<file path="config.mk">
export PLATFORM = sky130hd
export DESIGN_NAME = reg_ctx_engine
export DESIGN_NICKNAME = d
export VERILOG_FILES = /design/src/rtl/reg_ctx_engine.sv
export SDC_FILE = /design/constraint.sdc
export NUM_CORES = 1
export LEC_CHECK = 0
export BUFFER_PORTS_ARGS = -buffer_cell sky130_fd_sc_hd__buf_2
export CORE_ASPECT_RATIO = 0.5
export CORE_MARGIN = 1.5
export CORE_UTILIZATION = 35
export DETAILED_ROUTE_END_ITERATION = 8
export GPL_TIMING_DRIVEN = 0
export PLACE_DENSITY = 0.77
export SKIP_CTS_REPAIR_TIMING = 1
export SYNTH_ARGS = -nofsm -noshare
export SYNTH_HDL_FRONTEND = slang
export SYNTH_SLANG_ARGS = --single-unit
</file>
<file path="constraint.sdc">
create_clock -name clk -period 2.4 [get_ports clk]
set_input_delay 0.36 -clock clk [delete_from_list [all_inputs] [get_ports clk]]
set_output_delay 0.36 -clock clk [all_outputs]
set_load 0.1 [all_outputs]
</file>
<file path="src/rtl/reg_ctx_engine.sv">
// Register-context save/restore sequencer: walks the register file and
// streams it to data memory (save) or back from data memory (restore).
module reg_ctx_engine #(
   parameter int NUM_REGS = 8,
   parameter int REG_AW   = 3,
   parameter int DW       = 8,
   parameter int AW       = 8
) (
   input  logic              clk,
   input  logic              reset,
   input  logic              start,
   input  logic              mode,
   input  logic [AW-1:0]     base_addr,
   output logic              busy,
   output logic              done,
   output logic [REG_AW-1:0] rf_src,
   output logic              rf_read_en,
   input  logic [DW-1:0]     rf_rdata,
   output logic [REG_AW-1:0] rf_dest,
   output logic [DW-1:0]     rf_wdata,
   output logic              rf_write_en,
   output logic [AW-1:0]     mem_addr,
   output logic [DW-1:0]     mem_wdata,
   output logic              mem_write_en,
   input  logic [DW-1:0]     mem_rdata
);

   typedef enum logic [1:0] {
      IDLE,
      SAVE,
      RESTORE,
      DONE
   } state_t;

   localparam logic [REG_AW:0] LAST_SAVE = (REG_AW+1)'(NUM_REGS - 1);
   localparam logic [REG_AW:0] LAST_RST  = (REG_AW+1)'(NUM_REGS);

   state_t          state, state_nx;
   logic [REG_AW:0] idx, idx_nx;
   logic [AW-1:0]   base, base_nx;

   always_ff @(posedge clk or posedge reset) begin
      if (reset) begin
         state <= IDLE;
         idx   <= '0;
         base  <= '0;
      end else begin
         state <= state_nx;
         idx   <= idx_nx;
         base  <= base_nx;
      end
   end

   always_comb begin
      state_nx     = state;
      idx_nx       = idx;
      base_nx      = base;
      busy         = 1'b0;
      done         = 1'b0;
      rf_src       = '0;
      rf_read_en   = 1'b0;
      rf_dest      = '0;
      rf_wdata     = '0;
      rf_write_en  = 1'b0;
      mem_addr     = '0;
      mem_wdata    = '0;
      mem_write_en = 1'b0;
      unique case (state)
         IDLE: begin
            if (start) begin
               base_nx  = base_addr;
               idx_nx   = '0;
               state_nx = mode ? RESTORE : SAVE;
            end
         end
         SAVE: begin
            busy         = 1'b1;
            rf_src       = REG_AW'(idx);
            rf_read_en   = 1'b1;
            mem_addr     = base + AW'(idx);
            mem_wdata    = rf_rdata;
            mem_write_en = 1'b1;
            idx_nx       = idx + 1'b1;
            if (idx == LAST_SAVE) begin
               state_nx = DONE;
            end
         end
         RESTORE: begin
            busy = 1'b1;
            if (idx < LAST_RST) begin
               mem_addr = base + AW'(idx);
            end
            // memory data lags its address by a cycle, so writes trail by one index
            if (idx != '0) begin
               rf_dest     = REG_AW'(idx - 1'b1);
               rf_wdata    = mem_rdata;
               rf_write_en = 1'b1;
            end
            idx_nx = idx + 1'b1;
            if (idx == LAST_RST) begin
               state_nx = DONE;
            end
         end
         DONE: begin
            done     = 1'b1;
            idx_nx   = '0;
            state_nx = IDLE;
         end
         default: begin
            state_nx = IDLE;
         end
      endcase
   end

endmodule

</file>
### Word-level counts from Yosys, hierarchy flattened

Index checks and enable logic that the tools add are counted.

* add/subtract/negate cells: 3
* multiply operators: 0
* div/mod/pow operators: 0
* $lt $le $gt $ge: 1
* equal/unequal tests: 8
* shift operators: 0
* multiplexer cells: 20
* bitwise logic cells: 0
* reductions and logical operators: 5

Operators by type and width (count)
* $mux 8: 4
* $pmux 8 s2: 1
* $pmux 4 s3: 1
* $mux 3: 3
* $add 8x4->8: 1
* $mux 2: 4
* $pmux 2 s4: 1
* $ne 2x2->1 const B: 3
* $mux 1: 5
* $add 4x1->4 const B: 1
* $eq 2x2->1 const B: 2
* $eq 4x3->1 const B: 1
* $eq 4x4->1 const B: 1
* $lt 4x4->1 const B: 1
* $mux 4: 1
* $reduce_bool 4->1: 1
* $reduce_and 3->1: 1
* $sub 3x1->3 const B: 1
* $eq 2x1->1 const B: 1
* $logic_not 2->1: 1
* $reduce_and 2->1: 1
* $reduce_or 2->1: 1

* register bits: 14
* bits in latches: 0
* RAM bits: 0
* bits in read-only memories: 0
* output and inout bits: 35
* word-level logic and storage cells: 40
* memories: 0

### Longest topological paths before layout

* word-level depth: 3
* gate-level depth with buffers: 6

### Least setup slack after synthesis

No wires, ideal clock.

* path kind: flip-flop to output port
* from: register state[1]
* to: output mem_addr[3]
* arrival time: 4073 ps
* required time: 2040 ps
* setup slack: -2033 ps
* cell stages (with the launch flop): 6
* cells stage by stage: dfrtp_1 -> inv_1 -> ha_1 -> clkbuf_1 -> o21ai_1 -> a211oi_1

* longest elaborated chain between the ends: 2
* elaborated cells between the ends (all ways): 3
* those cells by class: eq/ne: 2; mux: 1

Ends and longest elaborated chain
* start, declared: RTL line 38 `state_t state, state_nx;`
* start signal, assigned: RTL line 48 `state <= state_nx;`
* $eq 2x2->1 / $eq 2x1->1 (equally long branches): RTL line 68 `unique case (state)`
* $pmux 8 s2 (*): RTL line 68
* end, declared: RTL line 22 `output logic [AW-1:0] mem_addr,`

Mark *: on every way between the ends. The rest lies on a longest branch, timed or not.

### Worst setup path after layout

* from: register idx[0]
* to: output mem_addr[6]

* longest elaborated chain between the ends: 3
* elaborated cells between the ends (all ways): 4
* those cells by class: add/sub: 1; order compare: 1; mux: 2

Ends and longest elaborated chain
* start, declared: RTL line 39 `logic [REG_AW:0] idx, idx_nx;`
* start signal, assigned: RTL line 49 `idx <= idx_nx;`
* $add 8x4->8 / $lt 4x4->1 (equally long branches): RTL line 80, 91, 90
* $mux 8: RTL line 90 `if (idx < LAST_RST) begin`
* $pmux 8 s2 (*): RTL line 68

Marked as above.

==> flow_metrics.tcl <==
set metrics [dict create \
    synth-async-reset-ratio_pct 100.0 \
    cts_tree "yes" \
    max_freq_mhz 411.6 \
    cts.clk_slew.worst_paths_ns 0.05 \
    worst_slew_pin_slew_ns 0.5232 \
    path_buf_inv 1 \
    setup_tns_ns -0.02945 \
    io_buffers 62 \
    dr_total_vias 1144 \
    final-setup-viol-count 1 \
    grt_pass1_wl_um 4181 \
    stdcell_area_um2 1951 \
    wl_per_cell_um 13.27 \
    timing.max_cap.violations 0 \
    synth_fa_ha_area_share_pct 14.05 \
    dr.first_iter.drc_count 19 \
    cpPeakStageDelay_ns 0.45 \
    synth_largest_area_cell "dfrtp_1" \
    core_um2 3030 \
    fin_crit_ns 2.429 \
    ys_seq_area_share_pct 31.22 \
    rows 14 \
    r2r_start "state[1]$_DFFE_PP0P_" \
    synth_top_family_by_area "simple AND/OR/NAND/NOR gates" \
    antenna_found_initial 0 \
    violations "negative setup slack" \
    clock_path_buffers 2 \
    fin_ws_ns -0.02945 \
    hold_class "in2async" \
    slew_violations 0 \
    final_cell_mix "37 x buf_2, 11 x and2_2, 11 x and2_1, 11 x clkbuf_4, 10 x dfrtp_1" \
    yosys.area_share.simple_pct 23.30 \
    die_area_um2 3576 \
    yosys.area.top_type_share_pct 31.22 \
    initial_core_util_pct 37.04 \
    die-width_um 83.09 \
    post-route-period-util_pct 101.2 \
    grt_max_degree 15 \
    cp_data_required_time_ns 2.04 \
    grt-ovfl-total 0 \
    cts_sinks 14 \
    synth-seq-cells 14 \
    numCtsBuffers 3 \
    criticalPathCategory "reg2out" \
    status "finished with violations" \
    synth.area.top_cells "dfrtp_1 31%, ha_1 12%, and2_1 12%, mux2_2 8.0%, o21ai_0 3.6%" \
    synthMuxAreaShare_pct 8.027 \
    cpMaxStageDelayCell "dfrtp_2" \
    seqCellArea_um2 355.3 \
    drc 0 \
    ff2ff_path_depth 6 \
    rrSetupSlack_ns 0.80 \
    rsz0062_at_grt "true" \
    startpoint_type "register" \
    synth_compound_area_share_pct 17.84 \
    end_kind "primary output" \
    final_common_cell "buf_2" \
    timing.hold.ws_ns 0.1491 \
    fillers 246 \
    grt_pass1_vias 968 \
    post-dp-hpwl_um 2244 \
    grtUsageTotal_pct 14.26 \
    multiInputGateArea_um2 933.4 \
    diodes 0 \
    drive_gt1_share_pct 63.02 \
    crit_chain "ha_4, fa_2, a21o_1, a21oi_4, o21ai_2, a21oi_4, buf_12" \
    crit_fanout 4 \
    arrival_ns 2.07 \
    postSynthAreaPerCell_um2 9.275 \
    crit_top_cell "a21oi_4" \
    gp_congestion 0.7521 \
    cts_root_buf "clkbuf_8" \
    clkLatencyLatePin_ns 0.24 \
    worstReg2RegEnd "idx[3]$_DFFE_PP0P_" \
    synth_enable_flop_cells 0 \
    die_h_um 43.04 \
    routed_wl_um 3078 \
    vias_per_cell 4.931 \
    synth_xor_area_share_pct 1.561 \
    synthToLayoutAreaGrowth_pct 73.80 \
    drtPass1Iterations 4 \
    clock_skew_ns 0.001058 \
    syn_inst 121 \
    hold_viol 0 \
    synth-main-ff-cell "dfrtp_1" \
    place_area_um2 1603 \
    antenna_left 0 \
    slew_headroom_pct 65.08 \
    netlist_area_um2 1122 \
    nets 234 \
    crit_family "compound AO/OA/AOI/OAI gates" \
    cts_max_level 1 \
    final_util_pct 64.37 \
    num_io_pins 63 \
    yosysWarnings 0 \
    synth.distinct_cells 34 \
    synth_nets 161 \
]
==> area by class of cell <==
| type | instances | share of cell area, % |
|---|---|---|
| inverters | 7 | 1.347 |
| multi-input cells | 96 | 47.85 |
| well taps | 40 | 2.566 |
| flip-flops and latches | 14 | 18.22 |
| clock buffers | 3 | 2.117 |
| plain buffers | 4 | 1.539 |
| repair buffers | 68 | 26.36 |
==> logic make-up after synthesis <==
kind of cell | Yosys count
AND/OR/NAND/NOR | 45
AO/OA/AOI/OAI | 29
buffers and inverters | 11
flip-flops | 14
adder cells (fa/ha/maj) | 12
multiplexers | 8
XOR/XNOR | 2
==> cells in the mapped netlist (all sizes together), types with 2 or more instances <==
master  count
a211oi      2
nor2b       2
and2       22
nand2       4
clkbuf      3
ha         11
o21a        3
nand3       5
inv         7
nand3b      2
xnor2       2
or3         3
nor2        3
dfrtp      14
a21o        3
mux2        8
nand2b      2
o21ai       9
a21oi       5
==> registers in the layout, indices dropped and copies added (netlist names) <==
name	count
base	8
idx	4
state	2
==> worst max-delay path by stage <==
| stage | from | end | slack [ns] | cells after the start |
|---|---|---|---|---|
| CTS | idx[0]$_DFFE_PP0P_ | mem_addr[6] | -0.36 | 7 |
| finish | idx[0]$_DFFE_PP0P_ | mem_addr[6] | -0.03 | 7 |
| detailed placement | idx[0]$_DFFE_PP0P_ | mem_addr[6] | -0.09 | 7 |
| global placement | idx[0]$_DFFE_PP0P_ | mem_addr[6] | -0.08 | 7 |
| global route | idx[0]$_DFFE_PP0P_ | mem_addr[6] | -0.08 | 7 |
| floorplan | state[0]$_DFFE_PP0P_ | mem_addr[3] | -0.23 | 5 |
==> routing by layer <==
metal  part of all wire, %  up-vias  track usage, %
li1                      -      563               -
met1                    42      535           18.23
met2                    51       38           25.69
met3                   5.2        8           1.946
met4                   1.9        0           4.000
met5                     0        -               0
==> stage by stage <==
| step | worst slack (ns) | std cells |
|---|---|---|
| 2_1_floorplan | -0.2333 | 121 |
| 3_3_place_gp | -0.08387 | 223 |
| 3_5_place_dp | -0.08700 | 223 |
| 4_1_cts | -0.3553 | 226 |
| 5_1_grt | -0.08478 | 232 |
| 6_report | -0.02945 | 232 |
Power is left out: the tool's default activity adds up to more than one toggle a clock period on the data nets, which glitch-free logic cannot reach.
